[src/rtl/sum_pipe_arb.sv]
// rtl/sum_pipe_arb.sv - round-robin sequencer sharing one pipelined adder between two requesters
// Tags ride alongside the external adder so each sum returns with its requester ID.
module sum_pipe_arb #(
  parameter int W     = 4,
  parameter int LAT   = 3,
  parameter int CNT_W = 8
) (
  input  logic             clk,
  input  logic             reset,
  input  logic             en,
  input  logic             req0_valid,
  input  logic [W-1:0]     req0_A,
  input  logic [W-1:0]     req0_B,
  output logic             req0_ready,
  input  logic             req1_valid,
  input  logic [W-1:0]     req1_A,
  input  logic [W-1:0]     req1_B,
  output logic             req1_ready,
  output logic [W-1:0]     add_A,
  output logic [W-1:0]     add_B,
  input  logic [W-1:0]     add_sum,
  output logic             res_valid,
  output logic             res_id,
  output logic [W-1:0]     res_sum,
  output logic             busy,
  output logic [CNT_W-1:0] cnt0,
  output logic [CNT_W-1:0] cnt1
);

  localparam logic [1:0] S_IDLE  = 2'd0;
  localparam logic [1:0] S_RUN   = 2'd1;
  localparam logic [1:0] S_DRAIN = 2'd2;

  logic [1:0]       r_state;
  logic [1:0]       w_state_nxt;
  logic             r_last;
  logic [LAT-1:0]   r_tag_v;
  logic [LAT-1:0]   r_tag_id;
  logic [CNT_W-1:0] r_cnt0;
  logic [CNT_W-1:0] r_cnt1;

  logic w_run;
  logic w_gnt0;
  logic w_gnt1;
  logic w_grant;
  logic w_tags_busy;

  assign w_run       = (r_state == S_RUN) && !reset;
  // r_last resets to 1 so the first contention falls to requester 0
  assign w_gnt0      = w_run && req0_valid && (!req1_valid || r_last);
  assign w_gnt1      = w_run && req1_valid && (!req0_valid || !r_last);
  assign w_grant     = w_gnt0 || w_gnt1;
  assign w_tags_busy = |r_tag_v;

  always_comb begin
    w_state_nxt = r_state;
    case (r_state)
      S_IDLE:  if (en) w_state_nxt = S_RUN;
      S_RUN:   if (!en) w_state_nxt = S_DRAIN;
      S_DRAIN: begin
        if (en)                w_state_nxt = S_RUN;
        else if (!w_tags_busy) w_state_nxt = S_IDLE;
      end
      default: w_state_nxt = S_IDLE;
    endcase
  end

  always_ff @(posedge clk or posedge reset) begin
    if (reset) begin
      r_state  <= S_IDLE;
      r_last   <= 1'b1;
      r_tag_v  <= '0;
      r_tag_id <= '0;
      r_cnt0   <= '0;
      r_cnt1   <= '0;
    end else begin
      r_state <= w_state_nxt;
      if (w_grant) r_last <= w_gnt1;
      r_tag_v[0]  <= w_grant;
      r_tag_id[0] <= w_gnt1;
      for (int i = 1; i < LAT; i++) begin
        r_tag_v[i]  <= r_tag_v[i-1];
        r_tag_id[i] <= r_tag_id[i-1];
      end
      if (w_gnt0 && (r_cnt0 != {CNT_W{1'b1}})) r_cnt0 <= r_cnt0 + 1'b1;
      if (w_gnt1 && (r_cnt1 != {CNT_W{1'b1}})) r_cnt1 <= r_cnt1 + 1'b1;
    end
  end

  assign req0_ready = w_gnt0;
  assign req1_ready = w_gnt1;
  assign add_A      = w_gnt0 ? req0_A : (w_gnt1 ? req1_A : '0);
  assign add_B      = w_gnt0 ? req0_B : (w_gnt1 ? req1_B : '0);

  // Stale operands left in the adder after reset are masked because their tags are gone
  assign res_valid  = r_tag_v[LAT-1] && !reset;
  assign res_id     = r_tag_id[LAT-1] && !reset;
  assign res_sum    = res_valid ? add_sum : '0;
  assign busy       = !reset && ((r_state != S_IDLE) || w_tags_busy);
  assign cnt0       = r_cnt0;
  assign cnt1       = r_cnt1;

endmodule

[config.mk]
export PLATFORM = sky130hd
export DESIGN_NAME = sum_pipe_arb
export DESIGN_NICKNAME = d
export VERILOG_FILES = /design/src/rtl/sum_pipe_arb.sv
export SDC_FILE = /design/constraint.sdc
export NUM_CORES = 1
export LEC_CHECK = 0
export BUFFER_PORTS_ARGS = -buffer_cell sky130_fd_sc_hd__buf_2
export CORE_UTILIZATION = 49
export DETAILED_ROUTE_END_ITERATION = 6
export GPL_ROUTABILITY_DRIVEN = 0
export PLACE_DENSITY_LB_ADDON = 0.05
export SLEW_MARGIN = 40
export SYNTH_ARGS = -nofsm -noshare
export SYNTH_HDL_FRONTEND = slang
export SYNTH_SLANG_ARGS = --single-unit
[constraint.sdc]
create_clock -name clk -period 2.2 [get_ports clk]
set_input_delay 0.44 -clock clk [delete_from_list [all_inputs] [get_ports clk]]
set_output_delay 0.44 -clock clk [all_outputs]
set_load 0.02 [all_outputs]
==> metrics.csv, run 1 <==
metric,value,unit
r2r-end,cnt1[7]$_DFFE_PP0P_,
ff2ff_setup_slack,0.31,ns
grt_overflow_total,0,
worstPathCellList,nor3b_4 > nand3_2 > clkinvlp_4 > a22o_1 > buf_2,
syn_nets,138,
yosysTopAreaCellShare,0.484,
crit_fanout,10,
r2r-start,r_state[1]$_DFFE_PP0P_,
synth_seq_cells,25,
slew_headroom,0.666,
final_area,0.00165,sq mm
hpwl,2040,microns
power.switching,0.000460,W
intPower,0.000785,W
p_leak,0.887,nW
skew,0.0132,ns
port_buffers,57,
synthArstFlopShare,1.00,
dr.pass1.iters,4,
clk_path_buf_depth,2,
area_growth,33.0,%
grt_pass1_wl,3970,microns
period_share,0.967,
min_path_type,in2async,
clk_pin_slew,0.15,ns
hold_slack,0.175,ns
avgSynthCellArea,11.2,sq um
path_delay_family,flip-flops,
cts_sinks,25,
drtIter0Drc,16,
synth_common_cells,"24 x dfrtp_1, 10 x nand2_1, 10 x xor2_1, 8 x a22o_1",
die_y,52.3,microns
synth_edf_count,0,
tritoncts,built,
ioPinCount,58,
setup_violations,0,
wl_per_cell,13.0,microns
hold_viol,0,
start_util,0.540,
grt_pass1_vias,894,
sw_frac_of_total,0.370,
worstSkewPairLatency,0.31,ns
cp_num_buf_inv,2,
cp.arrival,1.69,ns
synth_ff_type,dfrtp_1,
core_region_area,0.00230,sq mm
slowest_stage,dfrtp_2,
num-fill-cells,191,
setup_tns,0,ns
cp.required,1.76,ns
rows,17,
drive_gt1_frac,0.475,
post_dp_cell_area,0.00157,sq mm
ys_top_cells_by_area,"dfrtp_1 48%, xor2_1 7.1%, a22o_1 5.6%",
ant_nets,0,
seq_area_frac_synth,0.505,
num_vias,1073,
ir_drop,0.778,mV
power.density,755,mW/mm^2
maxCapViolCount,0,
cts_buffers,3,
h-tree-depth,1,
grt_max_degree,17,
status,finished clean,
final_max_slew_viol_count,0,
clock.fmax,470,MHz
yosysMostFrequentCell,dfrtp_1,
synth.distinct_cells,31,
worstSetupPathType,reg2out,
fin_crit,2.13,ns
die-area,0.00274,sq mm
reg2reg_depth,5,
antenna_found_initial,0,
synth_warnings,0,
clkPwrFrac,0.168,
critPathMaxStageDelay,0.47,ns
diodes,0,
startpoint_type,register,
fin_nets,205,
track_usage,0.197,
seq_area,628,sq um
pwr-share-comb,0.319,
syn-instance-count,111,
power_frac_seq,0.513,
die_width,52.3,microns
yosysTopAreaCell,dfrtp_1,
wirelength,2670,microns
endpoint_kind,primary output,
max_slew.worst_pin.slew,0.500,ns
drc,0,
ctsRootBufferMaster,clkbuf_4,
viasPerCell,5.23,
multi_input_area,588,sq um
synth_area,0.00124,sq mm
[state kept, by name (all words and copies together), names as in the netlist]
| register | count |
|---|---|
| r_state | 2 |
| r_last | 1 |
| r_tag_id | 3 |
| cnt1 | 8 |
| cnt0 | 8 |
| r_tag_v | 3 |
[power groups by stage]
stage                     logic, W  registers, W  clock network (W)
after global routing      0.000435      0.000658           0.000240
after floorplan           0.000168      0.000722                  0
after detailed placement  0.000390      0.000647                  0
after global placement    0.000381      0.000642                  0
after CTS                 0.000391      0.000639           0.000221
final                     0.000397      0.000638           0.000210
[layout by cell type (no fill, tap or decap)]
cell type and n:
buf_2 54, dfrtp_1 23, nand2_1 10, xor2_1 10
buf_4 9, a22o_1 8, nand3_1 6, nor2_1 6
nor3_1 5, mux2_2 4, and2_1 4, clkinvlp_4 3
a21oi_1 3, nor2b_1 3, clkbuf_4 3, o21ai_0 2
inv_1 2, nor3b_1 2, nor4_2 2, nor4_1 2
ha_1 2, nor3b_4 1, nand2b_1 1, nand3_4 1
nand3_2 1, nor3_2 1, or3_1 1, mux2i_1 1
nor3_4 1, nor4b_2 1, a31oi_1 1, a21boi_0 1
inv_6 1, dfstp_2 1, dfrtp_2 1
[worst max-delay path by stage]
stage                                 from       end  cells after the start
floorplan               r_last$_DFFE_PP1P_  add_A[0]                      5
global placement                     reset  add_B[2]                      6
detailed placement                   reset  add_B[0]                      6
CTS                 r_state[0]$_DFFE_PP0P_  add_B[3]                      5
global route        r_state[1]$_DFFE_PP0P_  add_B[0]                      5
finish              r_state[1]$_DFFE_PP0P_  add_B[0]                      5
[layout make-up]
class                      count  share of cell area
sequential                    25               0.381
multi-input combinational     80               0.356
tap                           28              0.0212
timing repair buffer          63               0.205
inverter                       4              0.0136
timing repair inverter         1             0.00455
clock buffer                   3              0.0136
clock inverter                 1             0.00531
[per-layer routing]
layer | routed length, microns | global-route usage
met1 | 1180 | 0.268
met4 | 17 | 0.0395
met5 | 0 | 0
met3 | 129 | 0.0348
met2 | 1340 | 0.329
[logic make-up (layout without fill, tap and decap cells)]
| group | after synthesis | count (layout) | synth area share |
|---|---|---|---|
| fa+ha+maj | 2 | 2 | 0.0202 |
| buf+inv | 6 | 72 | 0.0272 |
| flops | 25 | 25 | 0.505 |
| xor+xnor | 10 | 10 | 0.0706 |
| mux | 5 | 5 | 0.0444 |
| compound gates | 15 | 15 | 0.0877 |
| simple gates | 48 | 48 | 0.245 |
[stage by stage]
stage / std cells / setup slack [ns] / util / total power [W]
floorplan: 111 / 0.374 / - / 0.000890
global placement: 197 / 0.286 / 0.681 / 0.00102
detailed placement: 197 / 0.211 / 0.681 / 0.00104
CTS: 201 / 0.0335 / 0.697 / 0.00125
global route: 205 / -0.0103 / 0.718 / 0.00133
finish: 205 / 0.0731 / 0.718 / 0.00125
[timing repair]
item / 4_1_cts / 5_1_grt
gates resized for setup: 1 / 7
setup endpoints to repair: 8 / 8
gates cloned: 0 / 1
hold buffers: 0 / 0
setup buffers: 0 / 3
No activity file was read; power rests on OpenSTA's default activity.
==> run 2: changes to the inputs <==
MAX_ROUTING_LAYER = met4   (was default)
==> run 2 against run 1 <==
  * Maximum frequency barely moved
  * Worst setup slack worse by 0.0010 ns
  * Final cell count unchanged
  * Largest cell class unchanged
  * Sequential share of layout area unchanged
  * Design area stayed put
  * Combinational power about the same
  * Sequential cell count unchanged
  * Clock-buffer cell count stayed put
  * Largest power group unchanged
  * Non-clock buffer count unchanged
  * Hold slack improved by 0.0011 ns
  * Total power up 0.26%
  * Via count stayed put
==> metrics.csv, run 2 (synthesis gave the netlist of run 1 again) <==
metric,value,unit,change
num_vias,1073,,unchanged
ioPinCount,58,,unchanged
h-tree-depth,1,,unchanged
path_delay_family,flip-flops,,unchanged
hold_slack,0.176,ns,was 0.175 ns
power.density,757,mW/mm^2,was 755 mW/mm^2
cts_sinks,25,,unchanged
viasPerCell,5.23,,unchanged
die_width,52.3,microns,unchanged
die-area,0.00274,sq mm,unchanged
tritoncts,built,,unchanged
hold_viol,0,,unchanged
period_share,0.967,,about the same
track_usage,0.203,,was 0.197
cp.arrival,1.69,ns,about the same
status,finished clean,,unchanged
grt_overflow_total,0,,unchanged
fin_crit,2.13,ns,about the same
hpwl,2040,microns,unchanged
slowest_stage,dfrtp_2,,unchanged
dr.pass1.iters,4,,unchanged
clk_pin_slew,0.15,ns,about the same
grt_pass1_wl,3980,microns,was 3970 microns
area_growth,33.0,%,unchanged
critPathMaxStageDelay,0.47,ns,about the same
core_region_area,0.00230,sq mm,unchanged
worstPathCellList,nor3b_4 > nand3_2 > clkinvlp_4 > a22o_1 > buf_2,,unchanged
max_slew.worst_pin.slew,0.505,ns,was 0.500 ns
ant_nets,0,,unchanged
grt_pass1_vias,894,,unchanged
p_total,0.00125,W,about the same
maxCapViolCount,0,,unchanged
min_path_type,in2async,,unchanged
antenna_found_initial,0,,unchanged
startpoint_type,register,,unchanged
cp_num_buf_inv,2,,unchanged
final_max_slew_viol_count,0,,unchanged
finalNonFillerCells,205,,unchanged
setup_violations,0,,unchanged
clk_path_buf_depth,2,,unchanged
cp.required,1.76,ns,about the same
most-common-layout-cells,"54 x buf_2, 23 x dfrtp_1, 10 x nand2_1, 10 x xor2_1, 9 x buf_4",,unchanged
ctsRootBufferMaster,clkbuf_4,,unchanged
postCtsHoldBufs,0,,unchanged
wl_per_cell,13.1,microns,was 13.0 microns
grt_max_degree,17,,unchanged
utilization,0.718,,unchanged
worstSkewPairLatency,0.31,ns,about the same
wirelength,2690,microns,was 2670 microns
worstSetupPathType,reg2out,,unchanged
layout_commonest_cell,buf_2,,unchanged
port_buffers,57,,unchanged
drtIter0Drc,16,,unchanged
crit_fanout,10,,unchanged
start_util,0.540,,unchanged
drive_gt1_frac,0.475,,unchanged
num-fill-cells,191,,unchanged
rows,17,,unchanged
endpoint_kind,primary output,,unchanged
drc,0,,unchanged
cts_buffers,3,,unchanged
ir_drop,0.778,mV,about the same
slew_headroom,0.663,,was 0.666
diodes,0,,unchanged
die_y,52.3,microns,unchanged
place_inst,197,,unchanged
p_leak,0.887,nW,unchanged
skew,0.0143,ns,was 0.0132 ns
clock.fmax,470,MHz,about the same
fin_nets,205,,unchanged
run 2: cell counts in the layout (fill, tap and decap cells not counted):
Identical to the previous run, type by type.
run 2: metrics by stage:
stage / cell area (sq um) / setup slack, ns / TNS (ns)
after floorplan: 1240 / 0.374 / 0
after global placement: 1570 / 0.286 / 0
after detailed placement: 1570 / 0.211 / 0
after CTS: 1600 / 0.0335 / 0
after global routing: 1650 / -0.0103 / -0.0234
final: 1650 / 0.0721 / 0
run 2: metal layers:
metal,part of all wire,vias to the layer above,track usage,wire (microns)
li1,-,523,-,-
met1,0.44,519,0.272,1190
met2,0.50,29,0.327,1340
met3,0.050,2,0.0348,134
met4,0.0063,0,0.0395,17
met5,0,-,-,0
run 2: where the power goes:
part	internal [W]	total [W]	switching (W)	leakage (nW)
clock network	0.0000736	0.000210	0.000137	0.0183
logic	0.000164	0.000397	0.000234	0.542
registers	0.000548	0.000641	0.0000934	0.327
run 2: cell type report:
cell class	count	area, sq um	area share
Clock buffer	3	22.5	0.0136
Clock inverter	1	8.76	0.00531
Inverter	4	22.5	0.0136
Multi-Input combinational cell	80	588	0.356
Sequential cell	25	628	0.381
Tap cell	28	35.0	0.0212
Timing Repair Buffer	63	338	0.205
Timing Repair inverter	1	7.51	0.00455
run 2: path summary, 6_finish.rpt:
kind,startpoint,slack (ns),to,cells after the start
setup / recovery,r_state[1]$_DFFE_PP0P_,0.07,add_B[0],5
hold / removal,reset,0.18,r_state[0]$_DFFE_PP0P_,2
setup reg to reg,r_state[1]$_DFFE_PP0P_,0.31,cnt1[7]$_DFFE_PP0P_,5
hold reg to reg,r_tag_id[1]$_DFF_PP0_,0.35,r_tag_id[2]$_DFF_PP0_,0
max in group asynchronous,reset,1.38,r_last$_DFFE_PP1P_,3
min in group clk,en,0.26,r_state[1]$_DFFE_PP0P_,2
run 2: what timing repair did:
item	in CTS	in global routing
cloned	0	1
gates resized for setup	1	7
endpoints found under the setup margin	8	8
buffers inserted	0	3
==> run 3: changes to the inputs <==
PLACE_DENSITY = 0.93   (was default)
PLACE_DENSITY_LB_ADDON = default   (was 0.05)
==> run 3 against run 2 <==
  * Non-clock buffer count is the same
  * Clock skew shrank 0.011 ns
  * Die area unchanged
  * Largest cell class unchanged
  * Wire length grew 5.7%
  * Sequential power is essentially flat
  * Worst setup slack got worse by 0.0098 ns
  * Combinational power increased by 2%
  * Core utilization is 0.76 points lower
  * Maximum frequency decreased by 0.46%
==> metrics.csv, run 3 (synthesis gave the netlist of run 1 again) <==
metric,value,unit,change
p_leak,0.891,nW,was 0.887 nW
wl_per_cell,13.8,microns,was 13.1 microns
wirelength,2840,microns,was 2690 microns
diodes,0,,unchanged
grt_pass1_vias,1087,,was 894
ioPinCount,58,,unchanged
power.switching,0.000466,W,was 0.000464 W
cts_sinks,25,,unchanged
fin_crit,2.14,ns,was 2.13 ns
hpwl,2140,microns,was 2040 microns
layout_commonest_cell,buf_2,,unchanged
most-common-layout-cells,"57 x buf_2, 23 x dfrtp_1, 10 x nand2_1, 10 x xor2_1, 8 x a22o_1",,"was 54 x buf_2, 23 x dfrtp_1, 10 x nand2_1, 10 x xor2_1, 9 x buf_4"
hold_slack,0.210,ns,was 0.176 ns
worstSetupPathType,reg2out,,unchanged
tritoncts,built,,unchanged
slowest_stage,dfrtp_2,,unchanged
status,finished clean,,unchanged
met1_usage,0.262,,was 0.272
die-area,0.00274,sq mm,unchanged
num-fill-cells,181,,was 191
critPathMaxStageDelay,0.46,ns,was 0.47 ns
clock.fmax,468,MHz,was 470 MHz
rows,17,,unchanged
sw_frac_of_total,0.373,,was 0.371
r2r-end,cnt0[1]$_DFFE_PP0P_,,was cnt1[7]$_DFFE_PP0P_
setup_tns,0,ns,unchanged
ctsRootBufferMaster,clkbuf_4,,unchanged
min_path_type,in2async,,unchanged
clk_pin_slew,0.13,ns,was 0.15 ns
antenna_found_initial,0,,unchanged
viasPerCell,5.32,,was 5.23
grt_pass1_wl,4510,microns,was 3980 microns
core_region_area,0.00230,sq mm,unchanged
endpoint_kind,primary output,,unchanged
max_slew.worst_pin.slew,0.370,ns,was 0.505 ns
clkPwrFrac,0.161,,was 0.168
grt_overflow_total,0,,unchanged
die_y,52.3,microns,unchanged
ir_drop,0.754,mV,was 0.778 mV
cp.arrival,1.70,ns,was 1.69 ns
slew_headroom,0.752,,was 0.663
drive_gt1_frac,0.469,,was 0.475
clk_path_buf_depth,2,,unchanged
cp.required,1.76,ns,about the same
r2r-start,r_state[1]$_DFFE_PP0P_,,unchanged
busiest_layer,met2,,unchanged
area_growth,31.6,%,was 33.0%
setup_violations,0,,unchanged
ff2ff_setup_slack,0.45,ns,was 0.31 ns
grt_util_met2,0.407,,was 0.327
seq_area,628,sq um,unchanged
worstPathCellList,nor3b_4 > nand3_2 > clkinvlp_2 > a22o_1 > buf_2,,was nor3b_4 > nand3_2 > clkinvlp_4 > a22o_1 > buf_2
grt_max_degree,26,,was 17
cts_buffers,3,,unchanged
dr.pass1.iters,4,,unchanged
h-tree-depth,1,,unchanged
p_total,0.00125,W,about the same
track_usage,0.231,,was 0.203
maxCapViolCount,0,,unchanged
drtIter0Drc,8,,was 16
pwr-share-comb,0.324,,was 0.318
power_frac_seq,0.515,,was 0.513
reg2reg_depth,5,,unchanged
skew,0.00345,ns,was 0.0143 ns
num_vias,1091,,was 1073
worstSkewPairLatency,0.31,ns,about the same
crit_fanout,5,,was 10
final_max_slew_viol_count,0,,unchanged
ant_nets,0,,unchanged
port_buffers,57,,unchanged
period_share,0.972,,was 0.967
start_util,0.540,,unchanged
startpoint_type,register,,unchanged
die_width,52.3,microns,unchanged
hold_viol,0,,unchanged
drc,0,,unchanged
multi_input_area,588,sq um,unchanged
use_met3,0.0232,,was 0.0348
fin_nets,205,,unchanged
intPower,0.000782,W,was 0.000785 W
power.density,765,mW/mm^2,was 757 mW/mm^2
run 3: cell count changes in the layout (fill, tap and decap cells not counted):
cell / change
clkinvlp_4: -2
clkinv_2: +1
clkinvlp_2: +1
inv_6: -1
buf_2: +3
clkbuf_1: +1
buf_4: -3
run 3: power groups by stage:
stage / Combinational (W) / Sequential, W / Clock (W)
2_1_floorplan: 0.000168 / 0.000722 / 0
3_3_place_gp: 0.000382 / 0.000644 / 0
3_5_place_dp: 0.000398 / 0.000652 / 0
4_1_cts: 0.000401 / 0.000643 / 0.000205
5_1_grt: 0.000440 / 0.000658 / 0.000219
6_report: 0.000405 / 0.000643 / 0.000200
run 3: metal layers:
metal / vias to the layer above / wire length [microns]
met4: 0 / 45
met1: 512 / 1130
met2: 52 / 1470
li1: 521 / -
met5: - / 0
met3: 6 / 193
run 3: through the flow:
stage | worst slack, ns | std cells | cell area, sq um | util
after floorplan | 0.374 | 111 | 1240 | -
after global placement | 0.249 | 197 | 1570 | 0.681
after detailed placement | 0.220 | 197 | 1570 | 0.681
after CTS | 0.0433 | 201 | 1600 | 0.695
after global routing | -0.00821 | 205 | 1630 | 0.711
final | 0.0623 | 205 | 1630 | 0.711
run 3: cell type report:
cell class	instances	area share
clock buffer	4	0.0161
inverter	4	0.0123
multi-input combinational	80	0.360
sequential	25	0.385
tap	28	0.0215
timing repair buffer	63	0.202
timing repair inverter	1	0.00307
run 3: what timing repair did:
action / CTS / global route
resized for setup: 2 / 2
setup endpoints to repair: 8 / 8
gates cloned: 0 / 1
setup buffers: 0 / 3
pin swaps: 0 / 2
hold buffers: 0 / 0
run 3: worst max path at each step:
stage                      startpoint       end  slack (ns)
2_1_floorplan      r_last$_DFFE_PP1P_  add_A[0]        0.37
3_5_place_dp                    reset  add_B[0]        0.22
6_report       r_state[1]$_DFFE_PP0P_  add_A[3]        0.06
4_1_cts        r_state[1]$_DFFE_PP0P_  add_B[0]        0.04
3_3_place_gp                    reset  add_B[1]        0.25
5_1_grt        r_state[1]$_DFFE_PP0P_  add_A[3]      -0.008
run 3: critical path, delay by kind of cell, from the launching register on:
kind            cells  cell delay, ns
buf+inv             2            0.33
compound gates      1            0.15
simple gates        2            0.43
flops               1            0.46
